## src/rtl/npc_mem_pkg.sv

```systemverilog
// Shared types and default widths for the NPC memory arbiter and the core top.
package npc_mem_pkg;

  // Default bus widths; the core top uses the same constants when wiring the memory port.
  localparam int NPC_ADDR_W = 32;
  localparam int NPC_DATA_W = 32;

  // Sequencer state: pick a requester, present it to memory, wait for the reply.
  typedef enum logic [1:0] {
    ST_IDLE = 2'd0,
    ST_REQ  = 2'd1,
    ST_WAIT = 2'd2
  } state_t;

  // Which requester owns the transaction currently in flight.
  typedef enum logic {
    OWN_IFU = 1'b0,
    OWN_LSU = 1'b1
  } owner_t;

endpackage

```

## src/rtl/npc_mem_arb_pick.sv

```systemverilog
// Stateless winner select between the fetch and load/store requesters.
// LSU has fixed priority; a starved IFU overrides it when both are asking.
module npc_mem_arb_pick (
  input  logic i_ifu_valid,
  input  logic i_lsu_valid,
  input  logic i_ifu_starved,
  output logic o_grant_ifu,
  output logic o_grant_lsu
);

  // Select at most one winner from the currently valid requesters.
  // NOTE: every output of a combinational block gets a default first, so no path leaves it unassigned and no latch is inferred.
  always_comb begin
    o_grant_ifu = 1'b0;
    o_grant_lsu = 1'b0;
    if (i_lsu_valid && !(i_ifu_valid && i_ifu_starved)) begin
      o_grant_lsu = 1'b1;
    end else if (i_ifu_valid) begin
      o_grant_ifu = 1'b1;
    end
  end

endmodule

```

## src/rtl/npc_mem_arbiter.sv

```systemverilog
// Two-requester memory arbiter and sequencer: IFU and LSU share one memory port.
// One transaction in flight at a time; responses are routed back to the owner.
module npc_mem_arbiter
  import npc_mem_pkg::*;
#(
  parameter int ADDR_W       = NPC_ADDR_W,
  parameter int DATA_W       = NPC_DATA_W,
  // Consecutive LSU grants with IFU waiting before IFU is forced; must be >= 1.
  parameter int STARVE_LIMIT = 4
) (
  input  logic                i_clk,
  input  logic                i_reset,
  // Instruction fetch requester (read only)
  input  logic                i_ifu_req_valid,
  output logic                o_ifu_req_ready,
  input  logic [ADDR_W-1:0]   i_ifu_addr,
  output logic                o_ifu_resp_valid,
  output logic [DATA_W-1:0]   o_ifu_rdata,
  // Load/store requester
  input  logic                i_lsu_req_valid,
  output logic                o_lsu_req_ready,
  input  logic [ADDR_W-1:0]   i_lsu_addr,
  input  logic                i_lsu_wen,
  input  logic [DATA_W-1:0]   i_lsu_wdata,
  input  logic [DATA_W/8-1:0] i_lsu_wmask,
  output logic                o_lsu_resp_valid,
  output logic [DATA_W-1:0]   o_lsu_rdata,
  // Shared memory port
  output logic                o_mem_req_valid,
  input  logic                i_mem_req_ready,
  output logic [ADDR_W-1:0]   o_mem_addr,
  output logic                o_mem_wen,
  output logic [DATA_W-1:0]   o_mem_wdata,
  output logic [DATA_W/8-1:0] o_mem_wmask,
  input  logic                i_mem_resp_valid,
  input  logic [DATA_W-1:0]   i_mem_rdata
);

  localparam int MASK_W = DATA_W / 8;
  // Counter just wide enough to hold STARVE_LIMIT itself.
  localparam int CNT_W  = $clog2(STARVE_LIMIT + 1);
  localparam logic [CNT_W-1:0] CNT_MAX = CNT_W'(STARVE_LIMIT);

  state_t             r_state;
  state_t             w_state_next;
  owner_t             r_owner;
  logic [CNT_W-1:0]   r_starve_cnt;
  logic [ADDR_W-1:0]  r_mem_addr;
  logic               r_mem_wen;
  logic [DATA_W-1:0]  r_mem_wdata;
  logic [MASK_W-1:0]  r_mem_wmask;

  logic               w_starved;
  logic               w_pick_ifu;
  logic               w_pick_lsu;
  logic               w_grant_ifu;
  logic               w_grant_lsu;
  logic               w_mem_req_valid;
  logic               w_resp_fire;

  assign w_starved = (r_starve_cnt == CNT_MAX);

  npc_mem_arb_pick u_pick (
    .i_ifu_valid   (i_ifu_req_valid),
    .i_lsu_valid   (i_lsu_req_valid),
    .i_ifu_starved (w_starved),
    .o_grant_ifu   (w_pick_ifu),
    .o_grant_lsu   (w_pick_lsu)
  );

  // State register; reset drops any in-flight transaction and returns to IDLE.
  // NOTE: sequential state uses non-blocking assignments so every register updates from the same pre-edge values.
  always_ff @(posedge i_clk) begin
    if (i_reset) begin
      r_state <= ST_IDLE;
    end else begin
      r_state <= w_state_next;
    end
  end

  // Next-state: grant leaves IDLE, memory handshake leaves REQ, response leaves WAIT.
  always_comb begin
    w_state_next = r_state;
    case (r_state)
      ST_IDLE: if (w_grant_ifu || w_grant_lsu) w_state_next = ST_REQ;
      ST_REQ:  if (i_mem_req_ready)            w_state_next = ST_WAIT;
      ST_WAIT: if (i_mem_resp_valid)           w_state_next = ST_IDLE;
      default:                                 w_state_next = ST_IDLE;
    endcase
  end

  // Outputs per state; reset masks every handshake so nothing is granted or
  // acknowledged in a cycle whose effect the reset would discard.
  always_comb begin
    w_grant_ifu     = 1'b0;
    w_grant_lsu     = 1'b0;
    w_mem_req_valid = 1'b0;
    w_resp_fire     = 1'b0;
    if (!i_reset) begin
      case (r_state)
        ST_IDLE: begin
          w_grant_ifu = w_pick_ifu;
          w_grant_lsu = w_pick_lsu;
        end
        ST_REQ:  w_mem_req_valid = 1'b1;
        // Responses outside WAIT fall through here and are ignored.
        ST_WAIT: w_resp_fire = i_mem_resp_valid;
        default: ;
      endcase
    end
  end

  // Capture the winner's payload and owner in the grant cycle; later requester
  // changes cannot disturb the transaction in flight.
  always_ff @(posedge i_clk) begin
    if (i_reset) begin
      r_owner     <= OWN_IFU;
      r_mem_addr  <= '0;
      r_mem_wen   <= 1'b0;
      r_mem_wdata <= '0;
      r_mem_wmask <= '0;
    end else if (w_grant_lsu) begin
      r_owner     <= OWN_LSU;
      r_mem_addr  <= i_lsu_addr;
      r_mem_wen   <= i_lsu_wen;
      r_mem_wdata <= i_lsu_wdata;
      r_mem_wmask <= i_lsu_wmask;
    end else if (w_grant_ifu) begin
      // Fetches are always plain reads.
      r_owner     <= OWN_IFU;
      r_mem_addr  <= i_ifu_addr;
      r_mem_wen   <= 1'b0;
      r_mem_wdata <= '0;
      r_mem_wmask <= '0;
    end
  end

  // Count LSU grants that passed over a waiting IFU; an IFU grant clears it.
  always_ff @(posedge i_clk) begin
    if (i_reset) begin
      r_starve_cnt <= '0;
    end else if (w_grant_ifu) begin
      r_starve_cnt <= '0;
    end else if (w_grant_lsu && i_ifu_req_valid && !w_starved) begin
      r_starve_cnt <= r_starve_cnt + 1'b1;
    end
  end

  assign o_ifu_req_ready  = w_grant_ifu;
  assign o_lsu_req_ready  = w_grant_lsu;
  assign o_mem_req_valid  = w_mem_req_valid;
  assign o_mem_addr       = r_mem_addr;
  assign o_mem_wen        = r_mem_wen;
  assign o_mem_wdata      = r_mem_wdata;
  assign o_mem_wmask      = r_mem_wmask;

  // Response demux: memory data passes straight through to the owner only.
  assign o_ifu_resp_valid = w_resp_fire && (r_owner == OWN_IFU);
  assign o_lsu_resp_valid = w_resp_fire && (r_owner == OWN_LSU);
  assign o_ifu_rdata      = o_ifu_resp_valid ? i_mem_rdata : '0;
  assign o_lsu_rdata      = o_lsu_resp_valid ? i_mem_rdata : '0;

endmodule

```

## config.mk

```make
export PLATFORM = sky130hd
export DESIGN_NAME = npc_mem_arbiter
export DESIGN_NICKNAME = d
export VERILOG_FILES = /design/src/rtl/npc_mem_pkg.sv /design/src/rtl/npc_mem_arb_pick.sv /design/src/rtl/npc_mem_arbiter.sv
export SDC_FILE = /design/constraint.sdc
export NUM_CORES = 1
export LEC_CHECK = 0
export BUFFER_PORTS_ARGS = -buffer_cell sky130_fd_sc_hd__buf_2
export CORE_AREA = 2 2 108 110
export DETAILED_ROUTE_END_ITERATION = 8
export DIE_AREA = 0 0 110 112
export PLACE_DENSITY = 0.73
export REMOVE_ABC_BUFFERS = 1
export SETUP_SLACK_MARGIN = 0.2
export SLEW_MARGIN = 20
export SYNTH_ARGS = -nofsm -noshare
export SYNTH_HDL_FRONTEND = slang
export SYNTH_HIERARCHICAL = 1
export SYNTH_SLANG_ARGS = --single-unit
```

## constraint.sdc

```tcl
create_clock -name i_clk -period 4.5 [get_ports i_clk]
set_clock_uncertainty 0.1 [all_clocks]
set_input_delay 0.9 -clock i_clk [delete_from_list [all_inputs] [get_ports i_clk]]
set_output_delay 0.9 -clock i_clk [all_outputs]
set_load 0.05 [all_outputs]
```

==> summary.md <==
| Metric | Value |
|---|---|
| Fillers | `1141` |
| CTS resizes | `0` |
| Hold-fix buffer count after cts | `0` |
| Total wire length | `approximately 12 mm` |
| Synth unique cells | `29` |
| Final GP Congestion | `between 0.7 and 0.8` |
| Startpoint type of the worst setup path | `input pin` |
| DR DRC count | `0` |
| Clk root buf | `clkbuf_16` |
| Tcrit/Tclk final | `0.739` |
| Nets@finish | `794` |
| Setup crit end | `o_lsu_req_ready` |
| Vias after detailed routing | `between 3000 and 4000` |
| Core area | `11200 um2` |
| Cell depth of the worst flop-to-flop path | `8` |
| Top_reg_cell synth | `dfxtp_1` |
| Crit end category | `primary output` |
| Worst path cell trace | `buf_2 -> buf_4 -> or4b_1 -> clkinv_4 -> buf_2` |
| First-pass GRT wire length | `17.4 mm` |
| CP startpoint | `i_reset` |
| Slowest stage delay, CP | `roughly 0.57 ns` |
| Cell Rows | `39` |
| Worst-Skew Late Latency | `~0.32 ns` |
| DR iter-0 viols | `between 200 and 250` |
| Seq/Total Area, Yosys | `0.443` |
| Syn. warnings | `6` |
| Static Leak | `about 2.7 nW` |
| Crit path kind | `in2out` |
| Global-route usage over all layers | `0.180` |
| Port bufs | `~280` |
| Pwr per Cell Area | `between 300 and 400 nW/um2` |
| Least-Margin Pin Slew | `around 0.72 ns` |
| Post-route cell area | `~5100 um2` |
| Deepest level of the CTS H-tree | `3` |
| Hpwl dp | `8.44 mm` |
| Yosys top cell by area | `dfxtp_1` |
| Flop2flop setup slack | `between 1.5 and 2 ns` |
| CP required | `between 3 and 4 ns` |
| Most used cell, CP | `buf_2` |
| Layout Cells excl Fill | `800` |
| Crit path DAT | `around 2.3 ns` |
| Number of synthesized flops with an enable pin | `0` |
| Via density | `roughly 4.8` |
| Clk slew on worst S/H paths | `around 0.06 ns` |
| RR Startpoint | `r_starve_cnt[0]` |
| Placed cell count | `approximately 790` |
| TritonCTS buffer count | `9` |
| Grt total ovfl | `0` |
| Top-count cell post-synth | `nand2_1` |
| Avg Cell Area, Syn | `around 8.6 um2` |
| Chip width | `110 um` |
| Antenna-violating nets left | `0` |
| Crit path time final | `roughly 3.3 ns` |
| Ys async rst share | `0` |
| Initial core utilization | `0.303` |
| I/O Pins | `277` |
| Hold Path Class | `reg2reg` |
| FF+latch count, synth | `75` |
| Layout cells sized above 1 | `0.464` |
| CTS tree | `done` |
| Fin. max-slew vios | `0` |
| CTS Buffer Depth | `2` |
| Setup violations, final | `0` |
| Drt pass-1 iters | `4` |
| Clk sinks | `75` |
| DR WL/cell | `~15 um` |
| Hold Fails Final Rpt | `0` |
| Vias in the first global route | `between 3000 and 4000` |
| Setup bufs post-CTS | `0` |
| Antenna violations before repair | `0` |
| Unrepaired setup endpoints after global routing | `no` |
| VDD IR max | `0.000230 V` |
| Reg2reg end | `o_mem_addr[5]` |
| Synthesized area | `around 3400 um2` |
| Setup TNS | `0 ns` |
| Share of the synthesized area in the top cell type | `0.443` |
| Slew headroom | `0.519` |
| Fmax | `about 0.3 GHz` |
| Placed Instance Area | `between 4000 and 5000 um2` |
| Top cells by count, synth | `nand2_1, dfxtp_1, and2_1, a21oi_1, a311oi_1` |
| Die Area | `12300 um2` |
| Max-cap viol count | `0` |
| Main area contributors after synthesis | `dfxtp_1, and2_1, nand2_1` |
| Synth-to-layout area growth | `51.2%` |
| Die height | `roughly 110 um` |
| Crit path max fanout | `22` |
| Largest net degree at the start of global routing | `~70` |
| Diode count | `0` |
| Slowest-stage cell, CP | `or4b_1` |
| Synth Instances | `396` |
| Status | `finished clean` |
==> flip-flops by register name, summed over array words and instances, names as in the netlist <==
name,flops
r_state,2
o_mem_wmask,4
o_mem_wen,1
o_mem_wdata,32
r_starve_cnt,3
o_mem_addr,32
r_owner,1
==> metrics by stage <==
step	power (mW)	setup WS (ns)	hold WS, ns	util
finish	1.97	1.18	0.360	0.458
global route	2.05	1.06	0.382	0.458
CTS	1.99	1.18	0.362	0.458
detailed placement	1.26	1.14	0.349	0.432
global placement	1.26	1.19	0.346	0.432
floorplan	1.09	1.01	0.329	-
==> cells in the final DEF (no fill, tap or decap), types with 2 or more instances in the layout <==
cell type	n
buf_2	276
nand2_1	79
dfxtp_1	75
and2_1	67
a21oi_1	33
a311oi_1	32
a22o_1	31
clkbuf_16	9
buf_4	8
o21ai_0	7
inv_1	6
nand3_1	4
clkinv_4	2
nor3b_1	2
and3_1	2
nor2_1	2
mux2i_1	2
ha_1	2
clkinv_2	2
a21boi_1	2
==> area by class of cell <==
class | instances | area [um2] | share of cell area
clock inverter | 6 | 65.1 | 0.0127
tap | 143 | 179 | 0.0349
multi-input combinational | 276 | 1680 | 0.328
timing repair buffer | 284 | 1440 | 0.281
sequential | 75 | 1500 | 0.293
inverter | 7 | 31.3 | 0.00611
clock buffer | 9 | 225 | 0.0440
==> critical path: cells and delay by family <==
| kind | cells | cell delay [ns] |
|---|---|---|
| AND/OR/NAND/NOR | 1 | 0.57 |
| buffers and inverters | 4 | 0.84 |
==> power breakdown <==
part | switching [mW] | leakage, nW | internal [mW]
clock network | 0.290 | 0.142 | 0.427
registers | 0.0315 | 0.616 | 0.721
logic | 0.352 | 1.96 | 0.145
total | 0.673 | 2.72 | 1.29
==> cell families after synthesis <==
group	after synthesis	share of synthesized area
flip-flops	75	0.443
multiplexers	2	0.00591
AO/OA/AOI/OAI	109	0.234
adder cells (fa/ha/maj)	2	0.00738
AND/OR/NAND/NOR	163	0.245
buffers and inverters	45	0.0643
==> how the worst min path moves through the flow <==
stage	from	to	slack, ns	cells past startpoint
global route	o_mem_wen	o_mem_wen	0.38	2
detailed placement	r_starve_cnt[2]	r_starve_cnt[2]	0.35	1
global placement	o_mem_wdata[3]	o_mem_wdata[3]	0.35	2
floorplan	r_starve_cnt[2]	r_starve_cnt[2]	0.33	1
finish	o_mem_wen	o_mem_wen	0.36	2
CTS	o_mem_wdata[3]	o_mem_wdata[3]	0.36	2
==> routing by layer <==
layer / routed length (um) / track usage / up-vias
met5: 0 / 0 / -
met4: 200 / 0.0608 / 0
met3: 1060 / 0.0457 / 18
met2: 5700 / 0.304 / 189
met1: 4750 / 0.219 / 1702
li1: - / - / 1894
No activity file was read; power rests on OpenSTA's default activity.
